--- src/rtl/vga_pixel_pipe_if.sv ---
// Pixel-pipe bus: timing/pattern inputs from the VGA timing stages and
// DAC-facing outputs back out.
//   master : drives column/row/syncs/rgb_en/mode/solid_rgb, observes the outputs
//   slave  : the pixel pipe itself
interface vga_pixel_pipe_if;
  logic [9:0]  column;
  logic [9:0]  row;
  logic        hsync;
  logic        vsync;
  logic        rgb_en;
  logic [1:0]  mode;
  logic [11:0] solid_rgb;
  logic [3:0]  vga_r;
  logic [3:0]  vga_g;
  logic [3:0]  vga_b;
  logic        vga_hsync;
  logic        vga_vsync;
  logic [7:0]  frame_cnt;

  modport master (
    output column, row, hsync, vsync, rgb_en, mode, solid_rgb,
    input  vga_r, vga_g, vga_b, vga_hsync, vga_vsync, frame_cnt
  );

  modport slave (
    input  column, row, hsync, vsync, rgb_en, mode, solid_rgb,
    output vga_r, vga_g, vga_b, vga_hsync, vga_vsync, frame_cnt
  );
endinterface

--- src/rtl/vga_pixel_pipe.sv ---
// Two-stage VGA test-pattern pixel pipe.
// Stage 1 evaluates visibility and the selected pattern for the current
// column/row; stage 2 registers colour and syncs for the DAC.
// Ports:
//   clk  : pixel clock, one pixel per rising edge
//   rst  : asynchronous active-low reset
//   bus  : vga_pixel_pipe_if.slave (column, row, hsync, vsync, rgb_en,
//          mode, solid_rgb in; vga_r/g/b, vga_hsync, vga_vsync, frame_cnt out)
// Patterns: 0 solid, 1 colour bars, 2 scrolling checkerboard,
//           3 border/crosshair. mode is latched only at frame start.
module vga_pixel_pipe #(
  parameter int unsigned H_VIS     = 640,
  parameter int unsigned V_VIS     = 480,
  parameter int unsigned CELL_LOG2 = 5
) (
  input  logic            clk,
  input  logic            rst,
  vga_pixel_pipe_if.slave bus
);

  localparam int unsigned CW    = 10;
  localparam int unsigned RGB_W = 12;
  localparam int unsigned FC_W  = 8;

  localparam logic [CW-1:0] H_END  = CW'(H_VIS);
  localparam logic [CW-1:0] V_END  = CW'(V_VIS);
  localparam logic [CW-1:0] H_LAST = CW'(H_VIS - 1);
  localparam logic [CW-1:0] V_LAST = CW'(V_VIS - 1);
  localparam logic [CW-1:0] H_MID  = CW'(H_VIS / 2);
  localparam logic [CW-1:0] V_MID  = CW'(V_VIS / 2);

  localparam logic [1:0] MODE_SOLID  = 2'd0;
  localparam logic [1:0] MODE_BARS   = 2'd1;
  localparam logic [1:0] MODE_CHECK  = 2'd2;
  localparam logic [1:0] MODE_BORDER = 2'd3;

  localparam logic [RGB_W-1:0] WHITE = 12'hFFF;
  localparam logic [RGB_W-1:0] BLACK = 12'h000;

  // Bar index = column/80 via a compare chain (no divider).
  function automatic logic [2:0] bar_index(input logic [CW-1:0] col);
    logic [2:0] idx;
    if      (col < 10'd80)  idx = 3'd0;
    else if (col < 10'd160) idx = 3'd1;
    else if (col < 10'd240) idx = 3'd2;
    else if (col < 10'd320) idx = 3'd3;
    else if (col < 10'd400) idx = 3'd4;
    else if (col < 10'd480) idx = 3'd5;
    else if (col < 10'd560) idx = 3'd6;
    else                    idx = 3'd7;
    return idx;
  endfunction

  function automatic logic [RGB_W-1:0] bar_colour(input logic [2:0] idx);
    logic [RGB_W-1:0] c;
    case (idx)
      3'd0:    c = 12'hFFF;
      3'd1:    c = 12'hFF0;
      3'd2:    c = 12'h0FF;
      3'd3:    c = 12'h0F0;
      3'd4:    c = 12'hF0F;
      3'd5:    c = 12'hF00;
      3'd6:    c = 12'h00F;
      default: c = 12'h000;
    endcase
    return c;
  endfunction

  // State
  logic             origin_q;
  logic [1:0]       mode_q;
  logic [FC_W-1:0]  frame_cnt_q;
  logic [RGB_W-1:0] s1_rgb_q;
  logic             s1_hsync_q;
  logic             s1_vsync_q;
  logic [RGB_W-1:0] out_rgb_q;
  logic             out_hsync_q;
  logic             out_vsync_q;

  // Stage-1 combinational terms
  logic             at_origin_c;
  logic             frame_start_c;
  logic             active_c;
  logic             checker_c;
  logic             border_c;
  logic [RGB_W-1:0] pattern_c;

  // Frame start is the rising edge of the (0,0) condition, so a held origin pulses once.
  assign at_origin_c   = (bus.row == '0) && (bus.column == '0);
  assign frame_start_c = at_origin_c && !origin_q;

  assign active_c = bus.rgb_en && (bus.column < H_END) && (bus.row < V_END);

  // Only bit CELL_LOG2 of the 10-bit wrapped scroll sum matters.
  assign checker_c = 1'((bus.column + CW'(frame_cnt_q)) >> CELL_LOG2)
                   ^ 1'(bus.row >> CELL_LOG2);

  assign border_c = (bus.column == '0) || (bus.column == H_LAST) || (bus.column == H_MID)
                 || (bus.row == '0)    || (bus.row == V_LAST)    || (bus.row == V_MID);

  // Pattern select uses the mode latched at the last frame start.
  always_comb begin
    pattern_c = BLACK;
    case (mode_q)
      MODE_SOLID:  pattern_c = bus.solid_rgb;
      MODE_BARS:   pattern_c = bar_colour(bar_index(bus.column));
      MODE_CHECK:  pattern_c = checker_c ? WHITE : BLACK;
      MODE_BORDER: pattern_c = border_c ? WHITE : BLACK;
      default:     pattern_c = BLACK;
    endcase
  end

  // Frame bookkeeping plus both pipeline stages.
  always_ff @(posedge clk or negedge rst) begin
    if (!rst) begin
      origin_q    <= 1'b0;
      mode_q      <= MODE_SOLID;
      frame_cnt_q <= '0;
      s1_rgb_q    <= BLACK;
      s1_hsync_q  <= 1'b1;
      s1_vsync_q  <= 1'b1;
      out_rgb_q   <= BLACK;
      out_hsync_q <= 1'b1;
      out_vsync_q <= 1'b1;
    end else begin
      origin_q <= at_origin_c;
      if (frame_start_c) begin
        mode_q      <= bus.mode;
        frame_cnt_q <= FC_W'(frame_cnt_q + 8'd1);
      end
      s1_rgb_q    <= active_c ? pattern_c : BLACK;
      s1_hsync_q  <= bus.hsync;
      s1_vsync_q  <= bus.vsync;
      out_rgb_q   <= s1_rgb_q;
      out_hsync_q <= s1_hsync_q;
      out_vsync_q <= s1_vsync_q;
    end
  end

  assign bus.vga_r     = out_rgb_q[11:8];
  assign bus.vga_g     = out_rgb_q[7:4];
  assign bus.vga_b     = out_rgb_q[3:0];
  assign bus.vga_hsync = out_hsync_q;
  assign bus.vga_vsync = out_vsync_q;
  assign bus.frame_cnt = frame_cnt_q;

endmodule

--- src/flat_wrapper.sv ---
// flat-port wrapper written by rule: the top's interface ports become plain ports
module vga_pixel_pipe_flat 
#(
  parameter int unsigned H_VIS     = 640,
  parameter int unsigned V_VIS     = 480,
  parameter int unsigned CELL_LOG2 = 5
)
  (clk, rst, bus_column, bus_row, bus_hsync, bus_vsync, bus_rgb_en, bus_mode, bus_solid_rgb, bus_vga_r, bus_vga_g, bus_vga_b, bus_vga_hsync, bus_vga_vsync, bus_frame_cnt);
  vga_pixel_pipe_if bus_i ();
  input  logic clk;
  input  logic rst;
  input wire logic [$bits(bus_i.column)-1:0] bus_column;
  input wire logic [$bits(bus_i.row)-1:0] bus_row;
  input wire logic [$bits(bus_i.hsync)-1:0] bus_hsync;
  input wire logic [$bits(bus_i.vsync)-1:0] bus_vsync;
  input wire logic [$bits(bus_i.rgb_en)-1:0] bus_rgb_en;
  input wire logic [$bits(bus_i.mode)-1:0] bus_mode;
  input wire logic [$bits(bus_i.solid_rgb)-1:0] bus_solid_rgb;
  output wire logic [$bits(bus_i.vga_r)-1:0] bus_vga_r;
  output wire logic [$bits(bus_i.vga_g)-1:0] bus_vga_g;
  output wire logic [$bits(bus_i.vga_b)-1:0] bus_vga_b;
  output wire logic [$bits(bus_i.vga_hsync)-1:0] bus_vga_hsync;
  output wire logic [$bits(bus_i.vga_vsync)-1:0] bus_vga_vsync;
  output wire logic [$bits(bus_i.frame_cnt)-1:0] bus_frame_cnt;
  assign bus_i.column = bus_column;
  assign bus_i.row = bus_row;
  assign bus_i.hsync = bus_hsync;
  assign bus_i.vsync = bus_vsync;
  assign bus_i.rgb_en = bus_rgb_en;
  assign bus_i.mode = bus_mode;
  assign bus_i.solid_rgb = bus_solid_rgb;
  assign bus_vga_r = bus_i.vga_r;
  assign bus_vga_g = bus_i.vga_g;
  assign bus_vga_b = bus_i.vga_b;
  assign bus_vga_hsync = bus_i.vga_hsync;
  assign bus_vga_vsync = bus_i.vga_vsync;
  assign bus_frame_cnt = bus_i.frame_cnt;
  vga_pixel_pipe #(.H_VIS(H_VIS), .V_VIS(V_VIS), .CELL_LOG2(CELL_LOG2)) u_core (.clk(clk), .rst(rst), .bus(bus_i));
endmodule
--- config.mk ---
export PLATFORM = sky130hd
export DESIGN_NAME = vga_pixel_pipe_flat
export DESIGN_NICKNAME = d
export VERILOG_FILES = /design/src/rtl/vga_pixel_pipe_if.sv /design/src/rtl/vga_pixel_pipe.sv /design/src/flat_wrapper.sv
export SDC_FILE = /design/constraint.sdc
export NUM_CORES = 1
export LEC_CHECK = 0
export ABC_AREA = 1
export CORE_MARGIN = 3
export CORE_UTILIZATION = 40
export DETAILED_ROUTE_END_ITERATION = 10
export GPL_ROUTABILITY_DRIVEN = 0
export MAX_ROUTING_LAYER = met4
export PLACE_DENSITY = 0.74
export SYNTH_ARGS = -nofsm -noshare
export SYNTH_HDL_FRONTEND = slang
export SYNTH_SLANG_ARGS = --single-unit
export TNS_END_PERCENT = 30
--- constraint.sdc ---
create_clock -name clk -period 1.81 [get_ports clk]
set_clock_uncertainty 0.1 [all_clocks]
set_input_delay 0.181 -clock clk [delete_from_list [all_inputs] [get_ports clk]]
set_output_delay 0.181 -clock clk [all_outputs]
set_load 0.01 [all_outputs]
-- Word level (Yosys, flattened, before mapping)
Index checks and enable logic that the tools add are counted.
- output and inout port bits: 22
- word-level logic and storage cells: 61
- input port bits: 39
- memories kept: 0
- memory bits (writable): 0
- ROM bits: 0
- register bits after elaboration: 39
- latch bits: 0
- multiplexer cells: 13
- add/sub/neg operators: 2
- div/mod/pow operators: 0
- equality and inequality tests: 13
- order comparisons: 9
- shifts and indexed selects: 0
- reduce and logical (&&, ||, !) cells: 14
- bitwise gates (word level): 1
- multipliers: 0
- operator list (cell ; count):
    $pmux 12 s7 ; 1
    $pmux 12 s4 ; 1
    $lt 10x9->1 const B ; 4
    $mux 12 ; 3
    $mux 3 ; 7
    $eq 10x9->1 const B ; 2
    $logic_not 10->1 ; 2
    $lt 10x10->1 const B ; 2
    $lt 10x8->1 const B ; 2
    $eq 10x10->1 const B ; 1
    $eq 10x8->1 const B ; 1
    $lt 10x7->1 const B ; 1
    $eq 3x3->1 const B ; 3
    $add 8x1->8 const B ; 1
    $add 6x6->6 ; 1
    $eq 3x2->1 const B ; 2
    $logic_or 1x1->1 ; 5
    $eq 2x2->1 const B ; 2
    $logic_and 1x1->1 ; 4
    $eq 3x1->1 const B ; 1
    $logic_not 3->1 ; 1
    $eq 2x1->1 const B ; 1
    $logic_not 2->1 ; 1
    $logic_not 1->1 ; 1
    other kinds (2) ; 2

-- Depth between registers and ports, before layout
- depth after elaboration: 13
- gate-level depth with buffers: 14
- depth with buffers taken out: 14

-- Least setup slack after synthesis
Ideal clock, no wire load.
- path kind: register -> register
- start: register u_core.frame_cnt_q[4], in the netlist u_core.bus.frame_cnt[4]
- end: register u_core.s1_rgb_q[0]
- setup time: 118 ps
- stages on the path, launching flop included: 11
- path buffers: 0
- data required time: 1592 ps
- period minus slack after synthesis: 1826 ps
- setup slack: -16 ps
- data arrival time: 1608 ps
- cell sequence: dfrtp_1 ha_1 a21oi_1 a21boi_0 nand2_1 nand2_1 nand3_1 nand3_1 nand2_1 nand2_1 nor2_1
- cells in the longest elaborated chain, start to end: 5
- ends and longest elaborated chain (element ; RTL line ; RTL):
    start, declared ; vga_pixel_pipe.sv:72 ; logic [FC_W-1:0] frame_cnt_q;
    start signal, assigned ; vga_pixel_pipe.sv:129 ; frame_cnt_q <= FC_W'(frame_cnt_q + 8'd1);
    $add 6x6->6 ; vga_pixel_pipe.sv:95 ; assign checker_c = 1'((bus.column + CW'(frame_cnt_q)) >> CELL_LOG2)
    $xor 1x1->1 ; vga_pixel_pipe.sv:96 ; ^ 1'(bus.row >> CELL_LOG2);
    $mux 12 ; vga_pixel_pipe.sv:107 ; MODE_CHECK: pattern_c = checker_c ? WHITE : BLACK;
    $pmux 12 s4 ; vga_pixel_pipe.sv:104 ; case (mode_q)
    $mux 12 ; vga_pixel_pipe.sv:131 ; s1_rgb_q <= active_c ? pattern_c : BLACK;
    end signal, assigned ; vga_pixel_pipe.sv:131 ;
    end, declared ; vga_pixel_pipe.sv:73 ; logic [RGB_W-1:0] s1_rgb_q;
No other way between the ends.
A chain may end at the register's enable or synchronous reset.

-- Worst setup path after layout
- start: register u_core.frame_cnt_q[3], in the netlist u_core.bus.frame_cnt[3]
- end: register u_core.s1_rgb_q[7]
Same word-level chain as after synthesis.

==> results.md <==
- Status: finished, final reports clean
- Mapped cell area: 1870 sq um
- Rows: 24
- H-tree Lvls: 2
- Synthesized flop and latch total: 39
- DR vias/cell: 4.76
- Unique cell type count in the Yosys netlist: 33
- Clk network pwr share: 0.428
- Post-synth top area cell: dfrtp_1
- Sequential area share after synthesis: 0.524
- CTS tree: yes
- Num CTS Buffers: 5
- Die Span Y: 74.4 um
- Drt drc: 0
- Post-Synthesis Cells: 202
- Initial antenna violation count: 0
- CP Cell Sequence: ha_4, nand2_2, nor2_1, nand3_1, nand3_1, nand3_2, nand3_4, nand2_2, nand2_2, nor2_1
- Largest net degree at the start of global routing: 27
- Power Total: 1.93 mW
- Overall Global Routing Usage: 0.165
- Vias in the first global route: 1574
- Hold depth: 1
- Asr flop ratio synth: 1.00
- CP arrival: 1.85 ns
- Layout Area Growth over Synthesis: 60.1%
- CTS root buf: clkbuf_8
- Clock Latency Late Sink: 0.28 ns
- FF-to-FF path depth: 10
- CP max-delay cell: dfrtp_1
- Via count: 1667
- Fin crit period: 1.78 ns
- First-pass GRT wire length: 6920 um
- WL/cell: 12.4 um
- Synth top area share: 0.468
- Initial DRT Pass Iterations: 6
- Final worst path period share: 0.981
- Initial core utilization: 0.421
- Max FO, Critical Path: 4
- Core Region: 4440 sq um
- Drt first-iter violations: 91
- CTS clk-pin slew, worst paths: 0.07 ns
- Max-Slew Margin vs Limit: 0.737
- Top FF cell, synth: dfrtp_1
- Worst min path class: input pin to flip-flop
- Post-DRT Antenna Nets: 0
- CP Capture Type: flip-flop
- Comb pwr share: 0.116
- Final setup violating endpoints: 0
- Peak Freq: 563 MHz
- Pwr per Cell Area: 644 nW/um^2
- Number of fill cells: 357
- Crit Path Class: flip-flop to flip-flop
- Setup repair after global routing missed its margin: yes
- Final Core Density: 0.674
- Peak supply drop: 0.000423 V
- IO buf count: 60
- Final count of hold timing violations: 0
- Reg2reg start: u_core.bus.frame_cnt[3]$_DFFE_PN0P_
- Final worst slack: 0.0337 ns
- R2r setup slk: 0.03 ns
- Post-detail-place hpwl: 3350 um
- Routed WL: 4330 um
- CP most frequent cell: nand2_2
- Number of synthesized flops with an enable pin: 0
- Syn Area/Cell: 9.27 sq um
- Die width: 74.4 um
- Syn_nets: 246
- Largest stage delay on the critical path: 0.43 ns
- Sw power: 0.372 mW
- Critical Path RT: 1.88 ns
- Worst Setup EP: u_core.s1_rgb_q[7]$_DFF_PN0_
- Top Ports: 61
- Total global routing overflow: 0
- Flop pwr share: 0.456
- Pre-CTS WS: -0.339 ns
- Ys Warns: 0
- WHS: 0.207 ns
- Max_cap viols: 0
- Leak: 1.55 nW
- Clock Sinks: 39
- Synth area leaders: dfrtp_1, nor2_1, nand2_1
- Worst Setup SP: u_core.bus.frame_cnt[3]$_DFFE_PN0P_
- Longest Clk Path Bufs: 2
- Layout cells sized above 1: 0.245
- Least-Margin Pin Slew: 0.393 ns
- Int Pwr: 1.56 mW
- Worst r2r dst: u_core.s1_rgb_q[7]$_DFF_PN0_
- Nets: 341
- # diodes: 0
- Die Area: 5540 sq um
- Final Max Slew Viols: 0
- Switching Fraction: 0.193
- Startpoint Class: flip-flop
[per-stage QoR]
stage                     setup TNS (ns)  cell area (sq um)  std cells
after floorplan                        0               1870        202
final                                  0               3000        350
after CTS                              0               2890        350
after global placement             -4.96               2740        341
after detailed placement           -5.86               2740        341
after global routing               -1.07               3000        350
[layout make-up]
type / instances / area, sq um / area share
Tap cell: 52 / 65.1 / 0.0217
Clock buffer: 6 / 72.6 / 0.0242
Inverter: 16 / 60.1 / 0.0200
Clock inverter: 2 / 60.1 / 0.0200
Timing Repair Buffer: 89 / 823 / 0.275
Sequential cell: 39 / 983 / 0.328
Multi-Input combinational cell: 146 / 932 / 0.311
[power by group through the flow]
stage,combinational [mW],clock [mW],sequential (mW)
floorplan,0.0537,0,0.899
global placement,0.211,0,0.897
detailed placement,0.214,0,0.898
CTS,0.217,0.845,0.881
global route,0.247,0.883,0.881
finish,0.224,0.825,0.881
[Yosys cell counts (2+ instances only)]
| cell type | n |
|---|---|
| xor2_1 | 5 |
| inv_1 | 14 |
| mux2_1 | 2 |
| a21oi_1 | 5 |
| dfstp_2 | 4 |
| o21ai_0 | 4 |
| nor2_4 | 2 |
| ha_1 | 5 |
| nor2_8 | 2 |
| inv_2 | 2 |
| nand4_1 | 2 |
| nand3_1 | 17 |
| dfrtp_1 | 35 |
| nor2_1 | 41 |
| o21ai_1 | 2 |
| xnor2_1 | 4 |
| nor3_1 | 3 |
| nand2_1 | 38 |
[worst max-delay path: cells and delay by family (launching register included)]
kind	cells	cell delay, ns
adder cells (fa/ha/maj)	1	0.29
flip-flops	1	0.43
AND/OR/NAND/NOR	9	0.84
[kinds of logic (layout without fill, tap and decap cells)]
family / Yosys count / after routing / synth area share
buffers and inverters: 17 / 113 / 0.0341
AO/OA/AOI/OAI: 15 / 15 / 0.0455
XOR/XNOR: 9 / 9 / 0.0421
flip-flops: 39 / 39 / 0.524
adder cells (fa/ha/maj): 5 / 5 / 0.0334
AND/OR/NAND/NOR: 115 / 115 / 0.309
multiplexers: 2 / 2 / 0.0120
[flip-flops by register name, indices dropped and copies added, names as in the netlist]
name,flops
u_core.out_rgb_q,12
u_core.s1_rgb_q,12
u_core.bus.frame_cnt,8
u_core.mode_q,2
u_core.bus.vga_hsync,1
u_core.bus.vga_vsync,1
u_core.origin_q,1
u_core.s1_hsync_q,1
u_core.s1_vsync_q,1
[layout by cell type (no fill, tap or decap), types with 2 or more instances in the layout]
cell type / count
a21oi_1: 4
buf_4: 28
bufinv_16: 2
clkbuf_8: 5
clkdlybuf4s50_1: 56
dfrtp_1: 33
dfrtp_2: 2
dfstp_2: 4
dlymetal6s2s_1: 3
ha_1: 2
ha_4: 3
inv_1: 14
inv_2: 2
mux2_1: 2
nand2_1: 31
nand2_2: 6
nand2_4: 3
nand3_1: 14
nand3_2: 2
nand3_4: 2
nand4_1: 2
nor2_1: 39
nor2_2: 2
nor2_4: 3
nor2_8: 2
nor3_1: 3
o21ai_0: 4
o21ai_1: 2
xnor2_1: 4
xor2_1: 5
[timing repair]
action | CTS | global route
pin swaps | 0 | 11
hold buffers | 1 | 0
setup buffers | 0 | 0
gates cloned | 0 | 0
gates resized for setup | 3 | 22
endpoints found under the hold margin | 13 | 0
setup endpoints to repair | 12 | 13
[worst min path at each step]
stage          slack (ns)                                   to       from
3_3_place_gp        -0.01  u_core.bus.frame_cnt[0]$_DFFE_PN0P_        rst
4_1_cts              0.20          u_core.s1_hsync_q$_DFF_PN1_  bus_hsync
2_1_floorplan       -0.21  u_core.bus.frame_cnt[0]$_DFFE_PN0P_        rst
5_1_grt              0.20          u_core.s1_hsync_q$_DFF_PN1_  bus_hsync
3_5_place_dp        -0.01  u_core.bus.frame_cnt[7]$_DFFE_PN0P_        rst
6_report             0.21          u_core.s1_hsync_q$_DFF_PN1_  bus_hsync
[routing by layer]
metal / GRT usage / wire length (um) / vias up
met3: 0.0351 / 250 / 6
met4: 0.0534 / 52 / 0
li1: - / - / 836
met5: - / 0 / -
met2: 0.258 / 2150 / 54
met1: 0.215 / 1880 / 771
Power figures use the tool's default switching activity.
